`src/rtl/mem_port_arbiter_pkg.sv`:
```
// ============================================================================
// Module      : arb_pkg
// Description : Shared types and constants for the four-way memory port arbiter.
// Revision    : 1.0
// ============================================================================
`default_nettype none

package arb_pkg;

    localparam int NREQ            = 4;
    localparam int IDX_W           = 2;
    localparam int DEFAULT_TIMEOUT = 15;

    typedef enum logic [1:0] {
        IDLE = 2'd0,
        BUSY = 2'd1,
        DONE = 2'd2
    } state_t;

    function automatic logic [NREQ-1:0] idx_onehot(input logic [IDX_W-1:0] idx);
        logic [NREQ-1:0] oh;
        oh      = '0;
        oh[idx] = 1'b1;
        return oh;
    endfunction

endpackage

`default_nettype wire

```
`src/rtl/mem_port_arbiter_if.sv`:
```
// ============================================================================
// Module      : mem_port_arbiter_if
// Description : Requester-side and memory-port signals of the arbiter.
// Revision    : 1.0
// ============================================================================
`default_nettype none

interface mem_port_arbiter_if;
    import arb_pkg::*;

    logic [NREQ-1:0] req;
    logic [NREQ-1:0] we;
    logic [31:0]     addr0, addr1, addr2, addr3;
    logic [31:0]     wdata0, wdata1, wdata2, wdata3;
    logic [NREQ-1:0] grant;
    logic [NREQ-1:0] done;
    logic [31:0]     rdata;
    logic            timeout_err;
    logic            mem_valid;
    logic            mem_we;
    logic [31:0]     mem_addr;
    logic [31:0]     mem_wdata;
    logic            mem_ready;
    logic [31:0]     mem_rdata;

    modport slave (
        input  req, we, addr0, addr1, addr2, addr3,
               wdata0, wdata1, wdata2, wdata3, mem_ready, mem_rdata,
        output grant, done, rdata, timeout_err,
               mem_valid, mem_we, mem_addr, mem_wdata
    );

    modport master (
        output req, we, addr0, addr1, addr2, addr3,
               wdata0, wdata1, wdata2, wdata3, mem_ready, mem_rdata,
        input  grant, done, rdata, timeout_err,
               mem_valid, mem_we, mem_addr, mem_wdata
    );

endinterface

`default_nettype wire

```
`src/rtl/mem_port_arbiter_rr_pick.sv`:
```
// ============================================================================
// Module      : rr_pick
// Description : Round-robin winner search starting just after the last owner.
// Revision    : 1.0
// ============================================================================
`default_nettype none

module rr_pick
    import arb_pkg::*;
(
    input  logic [NREQ-1:0]  req_i,
    input  logic [IDX_W-1:0] last_i,
    output logic             any_o,
    output logic [IDX_W-1:0] idx_o
);

    logic [IDX_W-1:0] cand;

    // Walk from lowest to highest priority so the highest-priority hit is written last.
    always_comb begin
        any_o = |req_i;
        idx_o = '0;
        cand  = '0;
        for (int k = NREQ; k >= 1; k--) begin
            cand = last_i + IDX_W'(k);
            if (req_i[cand]) begin
                idx_o = cand;
            end
        end
    end

endmodule

`default_nettype wire

```
`src/rtl/mux4.sv`:
```
// ============================================================================
// Module      : mux4
// Description : 4:1 selector of parameterised width.
// Revision    : 1.0
// ============================================================================
`default_nettype none

module mux4 #(
    parameter int WIDTH = 32
) (
    input  logic [WIDTH-1:0] d0_i,
    input  logic [WIDTH-1:0] d1_i,
    input  logic [WIDTH-1:0] d2_i,
    input  logic [WIDTH-1:0] d3_i,
    input  logic [1:0]       sel_i,
    output logic [WIDTH-1:0] y_o
);

    always_comb begin
        case (sel_i)
            2'd0:    y_o = d0_i;
            2'd1:    y_o = d1_i;
            2'd2:    y_o = d2_i;
            default: y_o = d3_i;
        endcase
    end

endmodule

`default_nettype wire

```
`src/rtl/mem_port_arbiter.sv`:
```
// ============================================================================
// Module      : mem_port_arbiter
// Description : Round-robin sequencer sharing one 32-bit memory port among four masters.
// Revision    : 1.0
// ============================================================================
`default_nettype none

module mem_port_arbiter
    import arb_pkg::*;
#(
    parameter int TIMEOUT = DEFAULT_TIMEOUT
) (
    input  logic               clock,
    input  logic               reset,
    mem_port_arbiter_if.slave  bus
);

    localparam int               CNT_W    = $clog2(TIMEOUT + 1);
    localparam logic [CNT_W-1:0] CNT_LAST = CNT_W'(TIMEOUT - 1);

    state_t           state_q, state_d;
    logic [IDX_W-1:0] last_q, last_d;
    logic [IDX_W-1:0] owner_q, owner_d;
    logic [CNT_W-1:0] cnt_q, cnt_d;
    logic [31:0]      rdata_q, rdata_d;
    logic             err_q, err_d;

    logic             pick_any;
    logic [IDX_W-1:0] pick_idx;
    logic [31:0]      sel_addr;
    logic [31:0]      sel_wdata;
    logic             busy;

    rr_pick u_pick (
        .req_i  (bus.req),
        .last_i (last_q),
        .any_o  (pick_any),
        .idx_o  (pick_idx)
    );

    mux4 #(.WIDTH(32)) u_addr_mux (
        .d0_i  (bus.addr0),
        .d1_i  (bus.addr1),
        .d2_i  (bus.addr2),
        .d3_i  (bus.addr3),
        .sel_i (owner_q),
        .y_o   (sel_addr)
    );

    mux4 #(.WIDTH(32)) u_wdata_mux (
        .d0_i  (bus.wdata0),
        .d1_i  (bus.wdata1),
        .d2_i  (bus.wdata2),
        .d3_i  (bus.wdata3),
        .sel_i (owner_q),
        .y_o   (sel_wdata)
    );

    always_ff @(posedge clock or negedge reset) begin
        if (!reset) begin
            state_q <= IDLE;
            last_q  <= 2'd3;
            owner_q <= '0;
            cnt_q   <= '0;
            rdata_q <= '0;
            err_q   <= 1'b0;
        end else begin
            state_q <= state_d;
            last_q  <= last_d;
            owner_q <= owner_d;
            cnt_q   <= cnt_d;
            rdata_q <= rdata_d;
            err_q   <= err_d;
        end
    end

    always_comb begin
        state_d = state_q;
        last_d  = last_q;
        owner_d = owner_q;
        cnt_d   = cnt_q;
        rdata_d = rdata_q;
        err_d   = err_q;
        case (state_q)
            IDLE: begin
                if (pick_any) begin
                    owner_d = pick_idx;
                    cnt_d   = '0;
                    state_d = BUSY;
                end
            end
            BUSY: begin
                cnt_d = cnt_q + 1'b1;
                // A ready on the final budget cycle still counts as a normal completion.
                if (bus.mem_ready) begin
                    rdata_d = bus.mem_rdata;
                    err_d   = 1'b0;
                    last_d  = owner_q;
                    state_d = DONE;
                end else if (cnt_q == CNT_LAST) begin
                    rdata_d = '0;
                    err_d   = 1'b1;
                    last_d  = owner_q;
                    state_d = DONE;
                end
            end
            DONE: begin
                state_d = IDLE;
            end
            default: begin
                state_d = IDLE;
            end
        endcase
    end

    assign busy            = (state_q == BUSY);
    assign bus.grant       = busy ? idx_onehot(owner_q) : '0;
    assign bus.done        = (state_q == DONE) ? idx_onehot(owner_q) : '0;
    assign bus.timeout_err = (state_q == DONE) & err_q;
    assign bus.rdata       = rdata_q;
    assign bus.mem_valid   = busy;
    assign bus.mem_we      = busy & bus.we[owner_q];
    assign bus.mem_addr    = busy ? sel_addr : '0;
    assign bus.mem_wdata   = busy ? sel_wdata : '0;

endmodule

`default_nettype wire

```
`src/flat_wrapper.sv`:
```
// flat-port wrapper written by rule: the top's interface ports become plain ports
module mem_port_arbiter_flat import arb_pkg::*;
#(
    parameter int TIMEOUT = DEFAULT_TIMEOUT
)
  (clock, reset, bus_req, bus_we, bus_addr0, bus_addr1, bus_addr2, bus_addr3, bus_wdata0, bus_wdata1, bus_wdata2, bus_wdata3, bus_mem_ready, bus_mem_rdata, bus_grant, bus_done, bus_rdata, bus_timeout_err, bus_mem_valid, bus_mem_we, bus_mem_addr, bus_mem_wdata);
  mem_port_arbiter_if bus_i ();
  input  logic clock;
  input  logic reset;
  input wire logic [$bits(bus_i.req)-1:0] bus_req;
  input wire logic [$bits(bus_i.we)-1:0] bus_we;
  input wire logic [$bits(bus_i.addr0)-1:0] bus_addr0;
  input wire logic [$bits(bus_i.addr1)-1:0] bus_addr1;
  input wire logic [$bits(bus_i.addr2)-1:0] bus_addr2;
  input wire logic [$bits(bus_i.addr3)-1:0] bus_addr3;
  input wire logic [$bits(bus_i.wdata0)-1:0] bus_wdata0;
  input wire logic [$bits(bus_i.wdata1)-1:0] bus_wdata1;
  input wire logic [$bits(bus_i.wdata2)-1:0] bus_wdata2;
  input wire logic [$bits(bus_i.wdata3)-1:0] bus_wdata3;
  input wire logic [$bits(bus_i.mem_ready)-1:0] bus_mem_ready;
  input wire logic [$bits(bus_i.mem_rdata)-1:0] bus_mem_rdata;
  output wire logic [$bits(bus_i.grant)-1:0] bus_grant;
  output wire logic [$bits(bus_i.done)-1:0] bus_done;
  output wire logic [$bits(bus_i.rdata)-1:0] bus_rdata;
  output wire logic [$bits(bus_i.timeout_err)-1:0] bus_timeout_err;
  output wire logic [$bits(bus_i.mem_valid)-1:0] bus_mem_valid;
  output wire logic [$bits(bus_i.mem_we)-1:0] bus_mem_we;
  output wire logic [$bits(bus_i.mem_addr)-1:0] bus_mem_addr;
  output wire logic [$bits(bus_i.mem_wdata)-1:0] bus_mem_wdata;
  assign bus_i.req = bus_req;
  assign bus_i.we = bus_we;
  assign bus_i.addr0 = bus_addr0;
  assign bus_i.addr1 = bus_addr1;
  assign bus_i.addr2 = bus_addr2;
  assign bus_i.addr3 = bus_addr3;
  assign bus_i.wdata0 = bus_wdata0;
  assign bus_i.wdata1 = bus_wdata1;
  assign bus_i.wdata2 = bus_wdata2;
  assign bus_i.wdata3 = bus_wdata3;
  assign bus_i.mem_ready = bus_mem_ready;
  assign bus_i.mem_rdata = bus_mem_rdata;
  assign bus_grant = bus_i.grant;
  assign bus_done = bus_i.done;
  assign bus_rdata = bus_i.rdata;
  assign bus_timeout_err = bus_i.timeout_err;
  assign bus_mem_valid = bus_i.mem_valid;
  assign bus_mem_we = bus_i.mem_we;
  assign bus_mem_addr = bus_i.mem_addr;
  assign bus_mem_wdata = bus_i.mem_wdata;
  mem_port_arbiter #(.TIMEOUT(TIMEOUT)) u_core (.clock(clock), .reset(reset), .bus(bus_i));
endmodule
```
`config.mk`:
```
export PLATFORM = sky130hd
export DESIGN_NAME = mem_port_arbiter_flat
export DESIGN_NICKNAME = d
export VERILOG_FILES = /design/src/rtl/mem_port_arbiter_pkg.sv /design/src/rtl/mem_port_arbiter_if.sv /design/src/rtl/mem_port_arbiter_rr_pick.sv /design/src/rtl/mux4.sv /design/src/rtl/mem_port_arbiter.sv /design/src/flat_wrapper.sv
export SDC_FILE = /design/constraint.sdc
export NUM_CORES = 1
export LEC_CHECK = 0
export CAP_MARGIN = 30
export CORE_AREA = 2 2 158 160
export DETAILED_ROUTE_END_ITERATION = 7
export DIE_AREA = 0 0 160 162
export GPL_TIMING_DRIVEN = 0
export PLACE_DENSITY = 0.6
export SYNTH_ARGS = -nofsm -noshare
export SYNTH_HDL_FRONTEND = slang
export SYNTH_SLANG_ARGS = --single-unit
```
`constraint.sdc`:
```
create_clock -name clock -period 1.7 [get_ports clock]
set_input_delay 0.17 -clock clock [delete_from_list [all_inputs] [get_ports clock]]
set_output_delay 0.17 -clock clock [all_outputs]
set_load 0.1 [all_outputs]
```
# ---- Word level (Yosys, flattened, before mapping)
# Cells that the tools add are included.
dict set report word_totals {
  ff_bits 43
  memories 0
  romBits 0
  latchBits 0
  inputBits 299
  mem_bits_rw 0
}
dict set report op_classes {
  n_reduce_logical 10
  n_addsub 4
  eq_ne 7
  shifts 0
  n_div 0
  mul 0
  bitwise_logic 2
  n_mux 34
  magnitude_cmp 6
}
# op count
set op_table {}
lappend op_table {{$pmux 32 s3} 2}
lappend op_table {{$mux 32} 4}
lappend op_table {{$mux 2} 9}
lappend op_table {{$lt 2x3->1 const B} 5}
lappend op_table {{$mux 4} 3}
lappend op_table {{$bmux 1 s2} 5}
lappend op_table {{$mux 1} 8}
lappend op_table {{$pmux 4 s2} 1}
lappend op_table {{$reduce_and 2->1} 4}
lappend op_table {{$add 2x2->2 const B} 2}
lappend op_table {{$add 4x1->4 const B} 1}
lappend op_table {{$eq 2x1->1 const B} 2}
lappend op_table {{$eq 2x2->1 const B} 2}
lappend op_table {{$eq 4x4->1 const B} 1}
lappend op_table {{$logic_not 2->1} 2}
lappend op_table {{$pmux 2 s2} 1}
lappend op_table {{$reduce_bool 2->1} 2}
lappend op_table {{$reduce_or 4->1} 1}
lappend op_table {{$ne 3x3->1 const B} 1}
lappend op_table {{$add 2x1->2 const B} 1}
lappend op_table {{$and 1x1->1} 2}
lappend op_table {{$demux 1 s2} 1}
lappend op_table {{$ge 2x1->1 const B} 1}
lappend op_table {{$ne 2x1->1 const B} 1}
lappend op_table {{$logic_and 1x1->1} 1}

# ---- Logic depth before layout (Yosys ltp)
dict set report logic_depth {
  depth_word 6
  mapped_depth 8
  mapped_depth_nobuf 5
}

# ---- Hierarchy
# A second synthesis with hierarchy kept.
dict set report hier_totals {
  cells_unflattened 293
  area_unflattened_um2 3917.5
}
# module n_inst area_each_um2 cells_per_inst
set modules_own_cells {}
lappend modules_own_cells {mem_port_arbiter 1 2197.1 201}
lappend modules_own_cells {mux4 2 814.5 39}
lappend modules_own_cells {rr_pick 1 91.3 14}

# ---- Worst setup path after synthesis
# Ideal clock, no wire load.
dict set report synth_path {
  path_type {register to output}
  from {reg u_core.owner_q[1]}
  to {out bus_done[0]}
  n_path_buf 2
  t_required_ns 1.530
  arrival_time_ns 2.781
  path_slack_ns -1.251
  path_stages_with_launch 4
  cell_sequence {dfrtp_1 > buf_2 > clkbuf_1 > nor3_1}
}
dict set report synth_between {
  elab_chain_len 5
  elab_cells_between_ends 6
  classes_between {order compare (2); mux (3); reduce/logical (1)}
}
# element line
set synth_lines {}
lappend synth_lines {{start: declaration} mem_port_arbiter.sv:23} ;# logic [IDX_W-1:0] owner_q, owner_d;
lappend synth_lines {{start signal: assignment} mem_port_arbiter.sv:70} ;# owner_q <= owner_d;
lappend synth_lines {{$lt 2x3->1 (not written as such) / $ge 2x1->1 (equally long branches)} mem_port_arbiter_pkg.sv:23} ;# oh[idx] = 1'b1;
lappend synth_lines {{$logic_and 1x1->1 (not written as such)} mem_port_arbiter_pkg.sv:23}
lappend synth_lines {{$mux 1 (not written as such)} mem_port_arbiter_pkg.sv:23}
lappend synth_lines {{$demux 1 s2 (*)} -}
lappend synth_lines {{$mux 4 (*)} mem_port_arbiter.sv:118} ;# assign bus.done = (state_q == DONE) ? idx_onehot(owner_q) : '0;
lappend synth_lines {{end: declaration} flat_wrapper.sv:23} ;# output wire logic [$bits(bus_i.done)-1:0] bus_done;
# Every way passes the cells marked *; elsewhere a longest branch is shown, timed or not.

# ---- Final worst setup path
dict set report layout_path {
  from {reg u_core.owner_q[0]}
  to {out bus_mem_wdata[13]}
}
dict set report layout_between {
  elab_chain_len 3
  elab_cells_between_ends 5
  classes_between {eq/ne (2); mux (2); reduce/logical (1)}
}
# element line
set layout_lines {}
lappend layout_lines {{$eq 2x2->1, or another cell as far along} mux4.sv:20} ;# case (sel_i)
lappend layout_lines {{$pmux 32 s3 (*)} mux4.sv:20}
lappend layout_lines {{$mux 32 (*)} mem_port_arbiter.sv:124} ;# assign bus.mem_wdata = busy ? sel_wdata : '0;
lappend layout_lines {{end: declaration} flat_wrapper.sv:29} ;# output wire logic [$bits(bus_i.mem_wdata)-1:0] bus_mem_wdata;
# Marked as above.

==> parameters.txt <==
Parameter                              Value

STA
  Final cycle utilization of the critical path ... 1.23
  Final setup violation count ... 72
  Unrepaired setup endpoints after global routing ... true
  Clock skew after layout ... 0.00646 ns
  Worst-case hold slack ... between 0.3 and 0.4 ns
  Rel. slew slack ... 0.329
  Final worst-path setup slack ... -0.385 ns
  Total count of max-transition violations in the final report ... 0
  Transition time at the pin with the least slew margin ... 1.01 ns
  Final worst path period need ... 2.09 ns
  Peak Freq ... around 480 MHz
  Final Hold Violating Endpoints ... 0

Hold path
  Min-Delay Path Class ... in -> async

Pwr
  Share of power burned in the clock network ... 0.039
  Relative contribution of sequential cells to total power ... 0.076
  Pwr Density ... around 2400 nW/um^2
  Net switching power figure ... approximately 14 mW
  Pleak ... 4.02 nW
  Cell-internal power ... approximately 11 mW
  Fraction of power spent switching nets ... 0.561
  Maximum resistive drop on vdd ... between 1 and 1.5 mV
  Power share of the combinational group ... 0.885
  Total power ... between 20 and 25 mW

Floorplan
  Total I/O pin count ... 406
  Starting Density ... 0.160
  Horizontal die dimension ... between 150 and 200 um
  Area of the core ... 24100 sq um
  Die Footprint ... between 20000 and 30000 sq um
  Vert. Die Dim ... between 150 and 200 um
  Std cell rows ... 57

Status
  Run status ... finished, violations left
  Failing checks ... setup timing

Drt
  Number of routed nets with antenna violations ... 0
  Detail-routed net length per standard cell ... roughly 21 um
  Total number of vias ... between 4000 and 5000
  Per-cell via count in the routed design ... approximately 4.2
  Detailed-route wire length ... ~22000 um
  Iter 0 DRT Violations ... 186
  Detailed-routing iteration count for the pre-antenna-repair pass ... 4
  Drt drc ... 0

Finish
  Core utilization of the finished layout ... 0.417
  Area growth from synthesis to layout ... 161%
  Final Cell Area ... 10000 sq um
  Layout cells sized above 1 ... 0.409
  Net count reported at finish ... 1033

Place
  Placer Congestion ... about 0.87
  Detailed-placement wirelength estimate ... approximately 18000 um
  Total of buffers placed on input and output ports ... about 400
  Placed Instance Area ... 8650 sq um

Synth
  Synthesis Warnings ... 0
  Net Count, Synth ... 595
  Post-synthesis instance area ... approximately 3800 sq um
  Ys flop type ... dfrtp_1
  Post-synthesis sequential area ratio ... 0.280
  Share of flip-flops with an asynchronous set or reset after synthesis ... 1.00
  Synth top area cells ... mux4_2 38%, dfrtp_1 27%, and2_1 11%, a22o_1 7.5%, buf_6 3.5%
  Top cell types by occurrence after synthesis ... 65 x and2_1, 65 x mux4_2, 41 x dfrtp_1
  Cell type contributing the most total cell area after synthesis ... mux4_2
  Number of flops mapped to enable cells by yosys ... 0
  Synth Register Bits ... between 40 and 50
  Post-synth top area share ... 0.380
  Number of cells produced by synthesis ... slightly below 300
  Synth Area per Inst ... between 10 and 15 sq um
  Post-synth cell types ... 40

Setup path
  Category of the worst setup path capture point ... output pin
  WP data required ... between 1.5 and 2 ns
  Type of the worst setup path ... reg -> out
  Largest fanout on the critical path ... 6
  Startpoint type of the worst setup path ... register
  Signal arrival time at the worst endpoint ... around 1.9 ns

Clocking
  Maximum level of the CTS H-tree ... 2
  Library cell used as clock root buffer ... clkbuf_16
  Longest Clk Path Bufs ... 2
  Count of clock tree sinks ... between 40 and 50
  Clock transition at the registers of the reported paths ... roughly 0.060 ns
  TritonCTS Buffers ... 5
  Insertion delay of the later-clocked pin in the worst-skew pair ... between 0.2 and 0.3 ns
  Clock tree from TritonCTS ... done

Global route
  Antenna violations before repair ... 3
  Remaining global-route overflow ... 0
  First-pass GRT wire length ... a little over 30000 um
  Global-route usage over all layers ... 0.157
  Number of global-route vias before repair ... 4730
  Pin count of the biggest net entering global routing ... 28

Run
  Number of max-cap violations ... 0
## area by class of cell
cell class	instances	area (sq um)
timing repair buffer	432	5150
inverter	6	47.5
fill	2282	14100
sequential	43	1080
multi-input combinational	213	2790
tap	324	405
antenna	3	7.51
clock inverter	3	20.0
buffer	31	420
clock buffer	5	125
## timing repair
item / CTS / global route
buffers inserted: 6 / 12
resized for setup: 671 / 117
setup endpoints to repair: 139 / 116
pin swaps: 4 / 45
gates cloned: 1 / 6
hold endpoints to repair: 14 / 0
hold buffers: 1 / 0
## power groups by stage
stage	Sequential (mW)	Combinational [mW]	Clock, mW
3_5_place_dp	1.81	17.9	0
4_1_cts	1.82	19.8	0.962
3_3_place_gp	1.82	17.5	0
2_1_floorplan	4.40	10.8	0
5_1_grt	1.90	22.1	1.02
6_report	1.84	21.3	0.933
## state kept, by name, summed over array words and instances (netlist names)
name              flops
u_core.err_q          1
u_core.cnt_q          4
u_core.last_q         2
u_core.bus.rdata     32
u_core.state_q        2
u_core.owner_q        2
## metal layers
metal  global-route usage  part of all wire  vias to the layer above
met3               0.0470             0.076                       18
met2                0.287              0.53                      211
li1                     -                 -                     2038
met4               0.0324             0.016                        0
met5                    0                 0                        -
met1                0.182              0.38                     2214
## critical path: stages (launching register included)
cell	delay [ns]
dfrtp_2	0.41
clkbuf_16	0.20
buf_12	0.13
mux4_2	0.55
and2_4	0.18
buf_12	0.16
## final timing paths
| kind | to | startpoint | slack, ns | depth (start not counted) |
|---|---|---|---|---|
| hold reg to reg | u_core.cnt_q[3] | u_core.cnt_q[3] | 0.48 | 1 |
| setup reg to reg | u_core.bus.rdata[22] | u_core.cnt_q[0] | 0.09 | 7 |
| min in group clock | u_core.cnt_q[3] | u_core.cnt_q[3] | 0.48 | 1 |
| hold / removal | u_core.bus.rdata[10] | reset | 0.36 | 2 |
| max in group asynchronous | u_core.owner_q[0] | reset | 0.85 | 3 |
| setup / recovery | bus_mem_wdata[13] | u_core.owner_q[0] | -0.39 | 5 |
## per-stage QoR
stage / cells / setup slack (ns) / TNS (ns)
4_1_cts: 1040 / -0.402 / -22.97
2_1_floorplan: 294 / -0.418 / -1.32
3_3_place_gp: 1023 / -1.32 / -121.89
5_1_grt: 1060 / -0.424 / -25.57
6_report: 1060 / -0.385 / -22.09
3_5_place_dp: 1029 / -1.34 / -89.34
## layout by cell type, fill, tap and decap left out, types with 3 or more instances in the layout
| cell | n |
|---|---|
| clkdlybuf4s50_1 | 297 |
| buf_12 | 78 |
| and2_4 | 66 |
| mux4_2 | 65 |
| dfrtp_1 | 40 |
| a22o_1 | 33 |
| buf_4 | 17 |
| clkdlybuf4s15_1 | 15 |
| dlygate4sd2_1 | 13 |
| clkbuf_16 | 12 |
| buf_6 | 11 |
| buf_16 | 7 |
| nor2_4 | 6 |
| buf_2 | 5 |
| inv_1 | 4 |
| buf_8 | 4 |
| clkbuf_2 | 4 |
| diode_2 | 3 |
| nand2b_4 | 3 |
| clkbuf_4 | 3 |
| nor2b_1 | 3 |
| o21ai_0 | 3 |
## cells by family (layout without fill, tap and decap cells)
kind of cell / Yosys count / count (layout) / synth area share
AO/OA/AOI/OAI: 48 / 48 / 0.104
XOR/XNOR: 1 / 1 / 0.00228
adder cells (fa/ha/maj): 2 / 2 / 0.00650
buffers and inverters: 38 / 477 / 0.0689
flip-flops: 43 / 43 / 0.280
multiplexers: 69 / 69 / 0.391
other: 0 / 3 / 0
AND/OR/NAND/NOR: 93 / 93 / 0.147
No activity file was read; power rests on OpenSTA's default activity.
